### config.mk
export PLATFORM = sky130hd
export DESIGN_NAME = usb_in_fifo_retry
export DESIGN_NICKNAME = d
export VERILOG_FILES = /design/src/rtl/usb_in_fifo_retry.sv
export SDC_FILE = /design/constraint.sdc
export NUM_CORES = 1
export LEC_CHECK = 0
export BUFFER_PORTS_ARGS = -buffer_cell sky130_fd_sc_hd__buf_2
export CAP_MARGIN = 5
export CORE_UTILIZATION = 60
export DETAILED_ROUTE_END_ITERATION = 16
export PLACE_DENSITY_LB_ADDON = 0.12
export SYNTH_ARGS = -nofsm -noshare
export SYNTH_HDL_FRONTEND = slang
export SYNTH_SLANG_ARGS = --single-unit
export TNS_END_PERCENT = 30
### constraint.sdc
create_clock -name clk_i -period 3.73 [get_ports clk_i]
set_input_delay 0.746 -clock clk_i [delete_from_list [all_inputs] [get_ports clk_i]]
set_output_delay 0.746 -clock clk_i [all_outputs]
set_load 0.02 [all_outputs]
### src/rtl/usb_in_fifo_retry.sv
// usb_in_fifo_retry
// Multi-packet circular IN-endpoint buffer between the application byte
// stream and the SIE. The SIE reads speculatively through rd_q; an ACK
// commits the bytes of the current packet (frees space) and a rollback
// rewinds rd_q to the last committed position for retransmission.
// The application side runs every clk_i cycle; SIE actions only count on
// cycles with clk_gate_i high.
//
// Optional feature macro: IN_FIFO_FLUSH_EN
//   defined   -> app_in_flush_i port exists; a high level at a clk_i edge
//                clears all pointers and counters (highest priority,
//                a simultaneous write is dropped).
//   undefined -> no flush port; state is cleared only by reset_n_i.

module usb_in_fifo_retry #(
  parameter int IN_BUFFER_SIZE     = 64,
  parameter int IN_MAX_PACKET_SIZE = 8,
  localparam int PW = $clog2(IN_BUFFER_SIZE),
  localparam int CW = $clog2(IN_BUFFER_SIZE + 1),
  localparam int KW = $clog2(IN_MAX_PACKET_SIZE + 1)
) (
  input  logic          clk_i,
  input  logic          reset_n_i,
  input  logic          clk_gate_i,
`ifdef IN_FIFO_FLUSH_EN
  input  logic          app_in_flush_i,
`endif
  input  logic [7:0]    app_in_data_i,
  input  logic          app_in_valid_i,
  output logic          app_in_ready_o,
  output logic [7:0]    in_data_o,
  output logic          in_valid_o,
  input  logic          in_consume_i,
  input  logic          in_ack_i,
  input  logic          in_rollback_i,
  output logic [KW-1:0] in_pkt_cnt_o,
  output logic [CW-1:0] in_level_o,
  output logic          app_in_buffer_empty_o
);

  // Byte storage and buffer state
  logic [7:0]    mem [IN_BUFFER_SIZE];
  logic [PW-1:0] wr_q;
  logic [PW-1:0] rd_q;
  logic [PW-1:0] rd_commit_q;
  logic [CW-1:0] occ_q;
  logic [KW-1:0] pkt_q;
  logic          ready_q;

  // Next-state values and decoded actions
  logic [PW-1:0] wr_next;
  logic [PW-1:0] rd_next;
  logic [PW-1:0] rd_commit_next;
  logic [CW-1:0] occ_next;
  logic [KW-1:0] pkt_next;
  logic [CW-1:0] unread;
  logic          flush;
  logic          valid;
  logic          wr_en;
  logic          rollback_en;
  logic          ack_en;
  logic          consume_en;

  // Advance a buffer pointer, wrapping from the last slot back to 0 so
  // non-power-of-two depths work.
  function automatic logic [PW-1:0] ptr_inc(input logic [PW-1:0] p);
    logic [PW-1:0] r;
    if (p == PW'(IN_BUFFER_SIZE - 1)) begin
      r = {PW{1'b0}};
    end else begin
      r = p + {{(PW-1){1'b0}}, 1'b1};
    end
    return r;
  endfunction

`ifdef IN_FIFO_FLUSH_EN
  assign flush = app_in_flush_i;
`else
  assign flush = 1'b0;
`endif

  // Decode which SIE action wins this cycle (rollback > ack > consume)
  // and whether the application write is accepted.
  always_comb begin
    unread      = occ_q - CW'(pkt_q);
    valid       = (unread != {CW{1'b0}}) && (pkt_q < KW'(IN_MAX_PACKET_SIZE));
    wr_en       = app_in_valid_i & ready_q & ~flush;
    rollback_en = clk_gate_i & in_rollback_i & ~flush;
    ack_en      = clk_gate_i & ~in_rollback_i & in_ack_i & ~flush;
    consume_en  = clk_gate_i & ~in_rollback_i & ~in_ack_i & in_consume_i & valid & ~flush;
  end

  // Compute next pointers and counters from the decoded actions; a write
  // may coincide with any SIE action, so occupancy combines both.
  always_comb begin
    wr_next        = wr_q;
    rd_next        = rd_q;
    rd_commit_next = rd_commit_q;
    occ_next       = occ_q;
    pkt_next       = pkt_q;
    if (flush) begin
      wr_next        = {PW{1'b0}};
      rd_next        = {PW{1'b0}};
      rd_commit_next = {PW{1'b0}};
      occ_next       = {CW{1'b0}};
      pkt_next       = {KW{1'b0}};
    end else begin
      if (rollback_en) begin
        rd_next  = rd_commit_q;
        pkt_next = {KW{1'b0}};
      end else if (ack_en) begin
        rd_commit_next = rd_q;
        occ_next       = occ_q - CW'(pkt_q);
        pkt_next       = {KW{1'b0}};
      end else if (consume_en) begin
        rd_next  = ptr_inc(rd_q);
        pkt_next = pkt_q + {{(KW-1){1'b0}}, 1'b1};
      end else begin
        rd_next  = rd_q;
        pkt_next = pkt_q;
      end
      if (wr_en) begin
        wr_next  = ptr_inc(wr_q);
        occ_next = occ_next + {{(CW-1){1'b0}}, 1'b1};
      end else begin
        wr_next  = wr_q;
      end
    end
  end

  // Pointer/counter registers; ready is registered from the next occupancy
  // so the buffer can never be written past full.
  always_ff @(posedge clk_i or negedge reset_n_i) begin
    if (!reset_n_i) begin
      wr_q        <= {PW{1'b0}};
      rd_q        <= {PW{1'b0}};
      rd_commit_q <= {PW{1'b0}};
      occ_q       <= {CW{1'b0}};
      pkt_q       <= {KW{1'b0}};
      ready_q     <= 1'b0;
    end else begin
      wr_q        <= wr_next;
      rd_q        <= rd_next;
      rd_commit_q <= rd_commit_next;
      occ_q       <= occ_next;
      pkt_q       <= pkt_next;
      ready_q     <= (occ_next < CW'(IN_BUFFER_SIZE));
    end
  end

  // Storage write port; cleared on reset so in_data_o reads 0 afterwards.
  always_ff @(posedge clk_i or negedge reset_n_i) begin
    if (!reset_n_i) begin
      for (int i = 0; i < IN_BUFFER_SIZE; i++) begin
        mem[i] <= 8'h00;
      end
    end else if (wr_en) begin
      mem[wr_q] <= app_in_data_i;
    end
  end

  assign app_in_ready_o        = ready_q;
  assign in_data_o             = mem[rd_q];
  assign in_valid_o            = valid;
  assign in_pkt_cnt_o          = pkt_q;
  assign in_level_o            = occ_q;
  assign app_in_buffer_empty_o = (occ_q == {CW{1'b0}});

endmodule

* Word-level counts from Yosys, hierarchy flattened
Cells that the tools add are included.
W data, S select, Z words.
** Word-level totals
- Output and inout port bits :: 22
- Input port bits :: 15
- Logic and storage cells :: 120
- Flip-flop bits (word level) :: 542
** Cells by class
- $lt $le $gt $ge :: 5
- Reductions and logical operators :: 8
- Add/subtract/negate cells :: 5
- Bitwise logic cells :: 12
- Mux-type cells :: 17
- Eq/ne operators :: 3
** Operator list (count)
- $bwmux W512 :: 1
- $bmux W8 S6 :: 1
- $demux W8 S6 :: 1
- $mux W6 :: 5
- $mux W8 :: 3
- $mux W7 :: 3
- $ge A7 B7 Y1 const B :: 2
- $not A6 Y7 :: 2
- $add A6 B1 Y6 const B :: 2
- $eq A6 B6 Y1 const B :: 2
- $mux W4 :: 3
- $add A7 B1 Y7 const B :: 1
- $and A1 B1 Y1 :: 7
- $logic_not A7 Y1 :: 1
- $lt A7 B1 Y1 const B :: 1
- $lt A7 B7 Y1 const B :: 1
- $reduce_bool A7 Y1 :: 1
- $sub A7 B4 Y7 :: 1
- $add A4 B1 Y4 const B :: 1
- $lt A4 B4 Y1 const B :: 1
- $reduce_and A2 Y1 :: 2
- $not A1 Y1 :: 3
- $reduce_bool A3 Y1 :: 1
- $logic_and A1 B1 Y1 :: 2
- 2 further kinds :: 2

* Longest topological paths before layout
- Depth in word-level cells :: 8
- Gate-level depth with buffers :: 12

* Least setup slack after synthesis
OpenSTA, ideal clock, no wires.
- Path kind :: reg-to-output
- Start point :: register rd_q[1]
- End point :: output port in_data_o[6]
- Data required time :: 2.984 ns
- Stages on the path, launching flop included :: 8
- Data arrival time :: 2.241 ns
- Buffers on the path :: 3
- Slack :: 0.743 ns
- Path through :: dfrtp_1 clkbuf_1 clkbuf_1 clkbuf_1 mux4_2 mux4_2 a22oi_1 nand2_1
** On the way
- Word-level cells in the longest chain between the ends :: 4
** RTL lines
- from (decl) :: RTL line 44 : logic [PW-1:0] rd_q;
- from (signal assigned) :: RTL line 136 : rd_q <= {PW{1'b0}};
- from (signal assigned) :: RTL line 143 : rd_q <= rd_next;
- $not A6 Y7 (implied by the code) :: RTL line 163 : assign in_data_o = mem[rd_q];
- $bmux W8 S6 :: RTL line 163
- $mux W8 (implied by the code) (2 in a row) :: RTL line 163
- to (decl) :: RTL line 31 : output logic [7:0] in_data_o,
Every way passes these cells. The select of a mux whose other input is x is not followed.

* Final worst setup path
- Start point :: register rd_q[0]
- End point :: output port in_data_o[4]
Same word-level chain as after synthesis.

==> reports/summary.txt <==
status - complete, but fails checks
violated checks - DRC, setup timing
vias in the first global route - 16020
P_leak - 13.31 nW
WL per Instance - 26.06 µm
Chip Width - 206.3 µm
Inst Count DP - 2213
CP Cell Sequence - buf_8, buf_12, buf_12, buf_4, mux4_2, a22oi_1, nand3_1, o22ai_2, buf_6, nor3_2, buf_4
first-pass GRT wire length - 94430 µm
via count - 14870
Tightest Pin Transition - 1297 ps
Post-Syn Area - 0.02505 mm²
hpwl dp - 38240 µm
share of layout cells above drive strength 1 - 0.5070
total core area - 0.04102 mm²
fin util - 0.6963
# diodes - 0
Final Net Count - 1786
critical path startpoint category - register
max-cap violations - 0
Final Hold Viols - 0
IO buf count - 36
final instance area - 0.02856 mm²
CP max FO - 7
achievable frequency - 262.0 MHz
Yosys Warn Count - 0
Pre-antenna DRT Iters - 11
initial antenna violation count - 0
Die Area - 0.04257 mm²
Total GRT Usage - 0.2987
WL final - 60650 µm
Mean Syn Cell Area - 14.99 µm²
ys async rst share - 1.000
clk sinks - 542
boundary pin count - 37
Reg2Reg Setup Slack - 890 ps
gp weighted congestion - 0.8095
# fillers - 2755
TritonCTS clock tree - done
clk_lat worst skew - 610 ps
Overflow after GRT - 0
Post-DRT Antenna Nets - 0
CTS Buf Count - 55
Total Neg Setup Slack - -276.0 ps
clk root buf - clkbuf_16
clock skew - 33.06 ps
FF+latch count, synth - 542
CP max stage cell - dfrtp_4
ys flop type - dfrtp_1
DR iter-0 viols - 933
Power Total - 20.37 mW
Via density - 6.389
H-Tree Depth - 2
Max-slew headroom - 0.1352
maximum root-to-sink buffer count - 3
dpl cell area - 0.02628 mm²
fin crit period - 3817 ps
crit path capture type - output port
Setup CP Type - register to output port
final hold slack - 145.8 ps
DRC viols - 6
PwrDens - 713.3 mW/mm²
Post-synth EDFFs - 0
Layout Cells excl Fill - 2327
pre-CTS WS - 173.5 ps
crit path DAT - 3070 ps
max-slew violation count - 0
crit-path max cell delay - 530 ps
Worst Hold Class - input port to asynchronous set/reset pin
Yosys cell types - 52
row count - 74
VDD IR max - 0.0004813 V
chip height - 206.3 µm
largest net degree at the start of global routing - 103
Syn-to-layout area delta - 14.01%
CTS hold repair buffers - 0
CP required - 2980 ps
Syn Nets - 1695
unrepaired setup endpoints after global routing - yes
sequential element share of the synthesized area - 0.5414
Clock transition at path regs - 60 ps
Post-Syn Instances - 1671
Initial Utilization - 0.6107
post-route setup slack - -87.31 ps
period utilisation layout - 1.023
Setup Viol. Count Final - 6
==> worst max-delay path, delay by kind of cell (launching register included) <==
kind | cells | cell delay [ps]
buf+inv | 6 | 890
flops | 1 | 530
mux | 1 | 490
compound gates | 2 | 380
simple gates | 2 | 170
==> final timing paths <==
check,startpoint,depth (start not counted),end
setup / recovery,rd_q[0]$_DFFE_PN0P_,11,in_data_o[4]
hold / removal,reset_n_i,1,in_level_o[0]$_DFF_PN0_
setup reg to reg,in_pkt_cnt_o[0]$_DFFE_PN0P_,10,rd_q[5]$_DFFE_PN0P_
hold reg to reg,rd_commit_q[3]$_DFFE_PN0P_,2,rd_commit_q[3]$_DFFE_PN0P_
max in group asynchronous,reset_n_i,2,mem[183]$_DFFE_PN0P_
min in group clk_i,app_in_valid_i,3,wr_q[2]$_DFFE_PN0P_
==> synthesized netlist by cell type, drive strengths merged, types with 2 or more instances <==
cell type  number  share of area
dfrtp         542           0.54
mux2          519           0.23
mux4          126           0.11
clkbuf         80          0.012
nor2           72          0.012
nand2          52         0.0078
mux2i          42          0.017
buf            40         0.0084
o21ai          23         0.0046
nand3          18         0.0036
a22oi          16         0.0048
o221ai         14         0.0049
a21oi          13         0.0026
o22ai          10         0.0025
inv             9         0.0013
nor2b           9         0.0022
nor3            9         0.0018
xnor2           9         0.0031
ha              8         0.0040
o32ai           8         0.0028
xor2            7         0.0024
and2            4         0.0010
nor3b           4         0.0012
a311oi          3         0.0010
and3            3        0.00075
nand2b          3        0.00075
nand4           3        0.00075
nor4            3         0.0010
a21o            2        0.00060
a31o            2        0.00070
nand3b          2        0.00060
o21a            2        0.00060
or3             2        0.00050
or4             2        0.00075
==> power breakdown <==
group	internal (mW)	switching, mW
logic	3.61	2.88
clock network	2.95	2.22
registers	7.64	1.07
total	14.2	6.17
==> final cells by class <==
cell class,count,area [µm²],area share
clock buffers,86,1624,0.05687
repair buffers,154,1570,0.05498
well taps,532,665.6,0.02331
flip-flops and latches,542,13570,0.4752
multi-input cells,1000,11060,0.3873
inverters,9,33.78,0.001183
clock inverters,4,35.03,0.001227
==> placed cells by master, fill, tap and decap left out, types with 8 or more instances in the layout <==
cell,Yosys,routed
a21oi_1,13,12
a22oi_2,0,13
buf_12,0,20
buf_2,13,27
buf_4,10,83
buf_6,1,13
clkbuf_1,80,19
clkbuf_16,0,60
clkbuf_8,0,11
dfrtp_1,542,540
ha_1,8,8
inv_1,9,8
mux2_2,518,518
mux2i_1,42,42
mux4_2,126,126
nand2_1,52,49
nand3_1,18,18
nor2_1,63,63
nor2_2,9,9
nor2b_1,9,9
o21ai_0,20,19
o221ai_1,14,13
o22ai_1,10,8
xnor2_1,9,9
==> kinds of logic after synthesis <==
logic type / Yosys count / share of synthesized area
multiplexers: 687 / 0.3634
AO/OA/AOI/OAI: 100 / 0.02802
flip-flops: 542 / 0.5414
adder cells (fa/ha/maj): 9 / 0.004795
XOR/XNOR: 16 / 0.005594
AND/OR/NAND/NOR: 188 / 0.03501
buffers and inverters: 129 / 0.02178
==> state kept, by name (all words and copies together), names as in the netlist <==
signal / cells
in_pkt_cnt_o: 4
mem: 512
wr_q: 6
rd_q: 6
in_level_o: 7
rd_commit_q: 6
app_in_ready_o: 1
==> per-layer routing <==
layer  GRT usage  part of all wire
met5           0                 0
met4      0.1140             0.031
met3     0.04305             0.040
met2      0.4885              0.50
met1      0.4075              0.43
==> what timing repair did <==
action,in CTS,in global routing
endpoints found under the setup margin,8,9
setup buffers,17,1
cloned,4,4
resized for setup,37,22
pin swaps,12,10
Power figures use the tool's default switching activity.
